`src/rtl/ring_router_demux_n.sv`:
```
// ring_router_demux_n: routes whole worms from one input channel to one of
// NLOCAL local ports or the ring port. The first flit's destination ID picks
// the port, and the rest of the worm follows that port. With REG_OUT=1, each
// port gets a 2-entry skid buffer so that every output comes from a register.
module ring_router_demux_n #(
  parameter int WIDTH    = 16,
  parameter int ID_WIDTH = 10,
  parameter int NLOCAL   = 2,
  parameter int REG_OUT  = 0
) (
  input  logic                       clk,
  input  logic                       rst,
  input  logic [NLOCAL*ID_WIDTH-1:0] local_ids,
  input  logic [WIDTH-1:0]           in_data,
  input  logic                       in_first,
  input  logic                       in_last,
  input  logic                       in_valid,
  output logic                       in_ready,
  output logic [NLOCAL*WIDTH-1:0]    local_data,
  output logic [NLOCAL-1:0]          local_first,
  output logic [NLOCAL-1:0]          local_last,
  output logic [NLOCAL-1:0]          local_valid,
  input  logic [NLOCAL-1:0]          local_ready,
  output logic [WIDTH-1:0]           ring_data,
  output logic                       ring_first,
  output logic                       ring_last,
  output logic                       ring_valid,
  input  logic                       ring_ready
);

  // Port index NLOCAL is the ring port; indices below it are local ports.
  localparam int NP    = NLOCAL + 1;
  localparam int SEL_W = $clog2(NP);
  localparam int FW    = WIDTH + 2;

  typedef enum logic {S_IDLE, S_WORM} state_t;

  state_t           state, state_nx;
  logic [SEL_W-1:0] sel;
  logic [SEL_W-1:0] dec_route;
  logic [SEL_W-1:0] cur_route;
  logic [NP-1:0]    route_oh;
  logic [NP-1:0]    port_ready;
  logic [NP-1:0]    out_valid;
  logic [NP-1:0]    out_first;
  logic [NP-1:0]    out_last;
  logic [WIDTH-1:0] out_data [NP];
  logic             accept;

  // Destination decode: the lowest matching local port wins, and no match means ring.
  always_comb begin
    dec_route = SEL_W'(NLOCAL);
    for (int k = NLOCAL - 1; k >= 0; k--) begin
      if (in_data[ID_WIDTH-1:0] == local_ids[k*ID_WIDTH +: ID_WIDTH])
        dec_route = SEL_W'(k);
    end
  end

  // Mid-worm, the latched route is used and the decode (including in_first) is ignored.
  assign cur_route  = (state == S_WORM) ? sel : dec_route;
  assign port_ready = {ring_ready, local_ready};
  assign accept     = in_valid & in_ready;

  // One-hot form of the current route.
  always_comb begin
    route_oh = '0;
    for (int p = 0; p < NP; p++)
      route_oh[p] = (cur_route == SEL_W'(p));
  end

  // Worm state register.
  always_ff @(posedge clk) begin
    if (rst) state <= S_IDLE;
    else     state <= state_nx;
  end

  // Worm next state: a multi-flit packet opens a worm, and its last flit closes it.
  always_comb begin
    state_nx = state;
    case (state)
      S_IDLE:  if (accept && !in_last) state_nx = S_WORM;
      S_WORM:  if (accept && in_last)  state_nx = S_IDLE;
      default: state_nx = S_IDLE;
    endcase
  end

  // Latch the decoded route when a worm opens. local_ids changes mid-worm have no effect.
  always_ff @(posedge clk) begin
    if (rst)
      sel <= SEL_W'(NLOCAL);
    else if (state == S_IDLE && accept && !in_last)
      sel <= dec_route;
  end

  generate
    if (REG_OUT == 0) begin : g_comb
      // ---- combinational output path: the input fans out and only the routed port is valid
      assign in_ready  = |(route_oh & port_ready);
      assign out_valid = route_oh & {NP{in_valid}};
      assign out_first = {NP{in_first}};
      assign out_last  = {NP{in_last}};
      for (genvar p = 0; p < NP; p++) begin : g_fan
        assign out_data[p] = in_data;
      end
    end else begin : g_reg
      // ---- registered output stage: main + skid entry per port
      logic [NP-1:0] main_v, skid_v, push, pop, load_main, load_skid;
      logic [FW-1:0] main_q [NP];
      logic [FW-1:0] skid_q [NP];

      assign push      = route_oh & {NP{accept}};
      assign pop       = main_v & port_ready;
      // An empty main entry (or one that is draining with no skid entry behind it) takes the new flit.
      assign load_main = push & (~main_v | (pop & ~skid_v));
      assign load_skid = push & main_v & (~pop | skid_v);
      // in_ready comes from registers only: it drops once any port holds two flits.
      assign in_ready  = &(~(main_v & skid_v));

      // Occupancy flags: a push and a pop in the same cycle keep occupancy the same.
      always_ff @(posedge clk) begin
        if (rst) begin
          main_v <= '0;
          skid_v <= '0;
        end else begin
          main_v <= (main_v & ~pop) | (pop & skid_v) | load_main;
          skid_v <= (skid_v & ~pop) | load_skid;
        end
      end

      // Flit storage. Data is left out of reset, so idle ports keep the last flit they held.
      always_ff @(posedge clk) begin
        for (int p = 0; p < NP; p++) begin
          if (load_main[p])
            main_q[p] <= {in_first, in_last, in_data};
          else if (pop[p] && skid_v[p])
            main_q[p] <= skid_q[p];
          if (load_skid[p])
            skid_q[p] <= {in_first, in_last, in_data};
        end
      end

      assign out_valid = main_v;
      for (genvar p = 0; p < NP; p++) begin : g_out
        assign out_data[p]  = main_q[p][WIDTH-1:0];
        assign out_first[p] = main_q[p][WIDTH+1];
        assign out_last[p]  = main_q[p][WIDTH];
      end
    end
  endgenerate

  // ---- port unpacking
  for (genvar k = 0; k < NLOCAL; k++) begin : g_local
    assign local_data[k*WIDTH +: WIDTH] = out_data[k];
    assign local_first[k]               = out_first[k];
    assign local_last[k]                = out_last[k];
    assign local_valid[k]               = out_valid[k];
  end

  assign ring_data  = out_data[NLOCAL];
  assign ring_first = out_first[NLOCAL];
  assign ring_last  = out_last[NLOCAL];
  assign ring_valid = out_valid[NLOCAL];

endmodule

```
`config.mk`:
```
export PLATFORM = sky130hd
export DESIGN_NAME = ring_router_demux_n
export DESIGN_NICKNAME = d
export VERILOG_FILES = /design/src/rtl/ring_router_demux_n.sv
export SDC_FILE = /design/constraint.sdc
export NUM_CORES = 1
export LEC_CHECK = 0
export ABC_AREA = 1
export BUFFER_PORTS_ARGS = -buffer_cell sky130_fd_sc_hd__buf_2
export CAP_MARGIN = 20
export CORE_AREA = 4 4 47 91
export DETAILED_ROUTE_END_ITERATION = 10
export DIE_AREA = 0 0 51 95
export PLACE_DENSITY = 0.78
export SKIP_LAST_GASP = 1
export SYNTH_ARGS = -nofsm -noshare
export SYNTH_HDL_FRONTEND = slang
export SYNTH_SLANG_ARGS = --single-unit
```
`constraint.sdc`:
```
create_clock -name clk -period 1.6 [get_ports clk]
set_clock_uncertainty 0.1 [all_clocks]
set_input_delay 0.08 -clock clk [delete_from_list [all_inputs] [get_ports clk]]
set_output_delay 0.08 -clock clk [all_outputs]
set_load 0.02 [all_outputs]
```
==> impl_results.html <==
<table>
<tr><th>Metric</th><th>Value</th></tr>
<tr><th colspan="2">Layout</th></tr>
<tr><td>Antenna diodes</td><td>0</td></tr>
<tr><td>Post-Layout Inst Area</td><td>0.00128 mm2</td></tr>
<tr><td>Total Nets Final</td><td>273</td></tr>
<tr><td>Fraction of final layout cells with drive strength greater than 1</td><td>48.2%</td></tr>
<tr><td>Final Non-Filler Cells</td><td>277</td></tr>
<tr><td>Synth-to-layout area growth</td><td>15.2%</td></tr>
<tr><th colspan="2">Critical path</th></tr>
<tr><td>Critical path cell sequence</td><td>clkinv_4 &gt; or2_1 &gt; nand2_2 &gt; nand3_1 &gt; nand3_2 &gt; buf_4</td></tr>
<tr><td>Maximum cell stage delay along the critical path</td><td>350 ps</td></tr>
<tr><td>Critical path class</td><td>reg -&gt; out</td></tr>
<tr><td>Data required time of the critical path</td><td>1420 ps</td></tr>
<tr><td>Largest fanout on the critical path</td><td>6</td></tr>
<tr><td>Slowest stage cell on the critical path</td><td>sky130_fd_sc_hd__dfxtp_2</td></tr>
<tr><td>Startpoint kind of the worst setup timing path</td><td>flip-flop</td></tr>
<tr><td>Data arrival time at the worst-slack endpoint</td><td>1300 ps</td></tr>
<tr><td>Type of element capturing the critical path</td><td>output pin</td></tr>
<tr><th colspan="2">Drt</th></tr>
<tr><td>Number of design-rule violations left by the first detailed-router iteration</td><td>7</td></tr>
<tr><td>Number of detailed-routing iterations run before antenna repair</td><td>4</td></tr>
<tr><td>Wire per inst</td><td>8.94 um</td></tr>
<tr><td>Remaining antenna violation count</td><td>0</td></tr>
<tr><td>Vias per cell</td><td>3.98</td></tr>
<tr><td># DRC</td><td>0</td></tr>
<tr><td>Count of vias placed by the detailed router</td><td>1103</td></tr>
<tr><td>Final Routed Wirelength</td><td>2.48 mm</td></tr>
<tr><th colspan="2">Timing</th></tr>
<tr><td>Achievable Freq</td><td>0.675 GHz</td></tr>
<tr><td>Remaining max-slew budget at the tightest pin</td><td>89.1%</td></tr>
<tr><td>Post-route clock period utilization</td><td>92.6%</td></tr>
<tr><td>Setup Viol. Count Final</td><td>0</td></tr>
<tr><td>Final worst path period need</td><td>1480 ps</td></tr>
<tr><td>RSZ-0062 raised after global routing</td><td>yes</td></tr>
<tr><td>Slew at the pin with the worst max-slew slack</td><td>163 ps</td></tr>
<tr><td>Hold Fails Final Rpt</td><td>0</td></tr>
<tr><td>Final worst setup slack</td><td>119 ps</td></tr>
<tr><td>Final number of max-transition violations</td><td>0</td></tr>
<tr><th colspan="2">Global routing</th></tr>
<tr><td>Number of antenna violations at the first check in global routing</td><td>0</td></tr>
<tr><td>Number of global-route vias before repair</td><td>1015</td></tr>
<tr><td>Total global-route track usage</td><td>9.96%</td></tr>
<tr><td>Pin count of the biggest net entering global routing</td><td>8</td></tr>
<tr><td>Wire length of the first global-routing pass</td><td>3.82 mm</td></tr>
<tr><td>Sum of overflow across all layers after global routing</td><td>0</td></tr>
<tr><th colspan="2">Synth</th></tr>
<tr><td>Synth top cells by count</td><td>sky130_fd_sc_hd__nand2_1 (59), sky130_fd_sc_hd__buf_4 (54), sky130_fd_sc_hd__inv_1 (23)</td></tr>
<tr><td>Register area share after synthesis</td><td>5.41%</td></tr>
<tr><td>Number of storage elements in the synthesis netlist</td><td>3</td></tr>
<tr><td>EDFF count, synth</td><td>0</td></tr>
<tr><td>Fraction of post-synthesis cell area in the top cell type by area</td><td>36.5%</td></tr>
<tr><td>Library cell with the highest instance count after synthesis</td><td>sky130_fd_sc_hd__nand2_1</td></tr>
<tr><td>Net Count, Synth</td><td>240</td></tr>
<tr><td>Leading area contributor after synthesis</td><td>sky130_fd_sc_hd__buf_4</td></tr>
<tr><td>Mean cell area of the mapped netlist</td><td>5.67 um2</td></tr>
<tr><td>Async set or reset register ratio after synthesis</td><td>0%</td></tr>
<tr><td>Netlist area before placement</td><td>0.00111 mm2</td></tr>
<tr><td>Total of warnings raised by yosys</td><td>0</td></tr>
<tr><td>Primary flip-flop cell chosen by synthesis mapping</td><td>sky130_fd_sc_hd__dfxtp_1</td></tr>
<tr><td>Distinct cell type count after synthesis</td><td>18</td></tr>
<tr><td>Ranking of synthesized cells by area</td><td>sky130_fd_sc_hd__buf_4 (36%), sky130_fd_sc_hd__nand2_1 (20%), sky130_fd_sc_hd__inv_1 (7.8%)</td></tr>
<tr><td>Synthesized netlist cell count</td><td>196</td></tr>
<tr><th colspan="2">Flow run</th></tr>
<tr><td>Max capacitance violation total</td><td>0</td></tr>
<tr><th colspan="2">Placed design</th></tr>
<tr><td>Number of port buffers</td><td>73</td></tr>
<tr><td>Worst slack, placed</td><td>-67.7 ps</td></tr>
<tr><td>Total placed cells including tap cells</td><td>271</td></tr>
<tr><td>Global placement routability congestion</td><td>0.686</td></tr>
<tr><td>Area post-placement</td><td>0.00118 mm2</td></tr>
<tr><td>Post-detailed-placement half-perimeter wirelength</td><td>2.22 mm</td></tr>
<tr><th colspan="2">Run status</th></tr>
<tr><td>Status</td><td>completed</td></tr>
<tr><th colspan="2">Pwr</th></tr>
<tr><td>Total Power</td><td>0.632 mW</td></tr>
<tr><td>Worst supply voltage drop on vdd</td><td>189 uV</td></tr>
<tr><td>Pwr dens</td><td>494 mW/mm2</td></tr>
<tr><td>Leakage</td><td>0.822 nW</td></tr>
<tr><th colspan="2">Die</th></tr>
<tr><td>Core Rows</td><td>31</td></tr>
<tr><td># IOs</td><td>102</td></tr>
<tr><td>Die Outline Area</td><td>0.00485 mm2</td></tr>
<tr><td>Horizontal die dimension</td><td>51 um</td></tr>
<tr><td>Chip height</td><td>95 um</td></tr>
<tr><td>Starting density of the core</td><td>30.8%</td></tr>
<tr><td>Area of the core</td><td>0.00361 mm2</td></tr>
<tr><th colspan="2">Clocking</th></tr>
<tr><td>Clock latency on the worst-skew pair</td><td>220 ps</td></tr>
<tr><td>Clock-pin slew on the worst setup and hold paths</td><td>30 ps</td></tr>
<tr><td>TritonCTS buffer count</td><td>3</td></tr>
<tr><td>Cell at the root of the clock tree</td><td>sky130_fd_sc_hd__clkbuf_8</td></tr>
<tr><td>Number of sinks handled by clock tree synthesis</td><td>3</td></tr>
<tr><td>Depth of the CTS H-tree</td><td>1</td></tr>
<tr><td>Deepest clock path buffer count</td><td>2</td></tr>
<tr><td>CTS tree</td><td>done</td></tr>
<tr><th colspan="2">Worst hold path</th></tr>
<tr><td>HP Class</td><td>in -&gt; out</td></tr>
<tr><td>Critical hold path startpoint</td><td>in_data[11]</td></tr>
</table>
[layout by cell type, fill, tap and decap left out, drive strengths merged]
cell type / n
a21oi: 1
buf: 81
clkbuf: 4
clkinv: 1
dfxtp: 3
dlygate4sd3: 1
inv: 29
nand2: 65
nand3: 13
nand4: 1
nor2: 13
nor3: 3
or2: 5
xnor2: 6
xor2: 2
[path summary, 6_finish.rpt]
path,slack (ps),depth (start not counted),endpoint
min reg2reg,420,2,sel[1]
max reg2reg,150,8,sel[0]
max,120,6,in_ready
min,60,0,local_data[11]
[repair_timing]
action / in CTS / in global routing
setup endpoints to repair: 0 / 5
hold buffers: 1 / 0
endpoints found under the hold margin: 2 / 0
gates resized for setup: 0 / 12
buffers inserted: 0 / 1
[cell families (layout without fill, tap and decap cells)]
group / after synthesis / count (layout) / synth area share (%)
DFF: 3 / 3 / 5.41
buffers and inverters: 84 / 116 / 47.1
xor gates and xnor gates: 8 / 8 / 6.31
AOI/OAI and AO/OA: 1 / 1 / 0.450
and+or+nand+nor: 100 / 100 / 40.8
[per-layer routing]
metal / track usage [%] / routed length (um)
met1: 8.82 / 753
met2: 20.9 / 1480
met3: 0.632 / 196
met4: 4.94 / 43
met5: 0 / 0
[critical path, delay by kind of cell (launching register included)]
| family | cells | cell delay [ps] |
|---|---|---|
| simple gates | 4 | 510 |
| flops | 1 | 350 |
| buf+inv | 2 | 230 |
[final cells by class]
type | instances | area [um2]
inverters | 30 | 118
multi-input cells | 109 | 548
repair buffers | 82 | 447
fillers | 418 | 2330
flip-flops and latches | 3 | 61.3
well taps | 49 | 61.3
clock buffers | 4 | 45.0
[power breakdown]
part	internal, mW	switching (mW)
clock network	0.170	0.0542
logic	0.133	0.191
registers	0.0798	0.00367
total	0.384	0.249
[metrics by stage]
stage | hold slack [ps] | TNS (ps) | utilization (%)
after global placement | 60.5 | -102 | 32.8
after detailed placement | 60.5 | -130 | 32.8
after floorplan | 49.1 | 0 | -
after global routing | 60.1 | -99.4 | 35.5
after CTS | 60.5 | 0 | 34.4
final | 60.0 | 0 | 35.5
(Power assumes the default switching activity.)
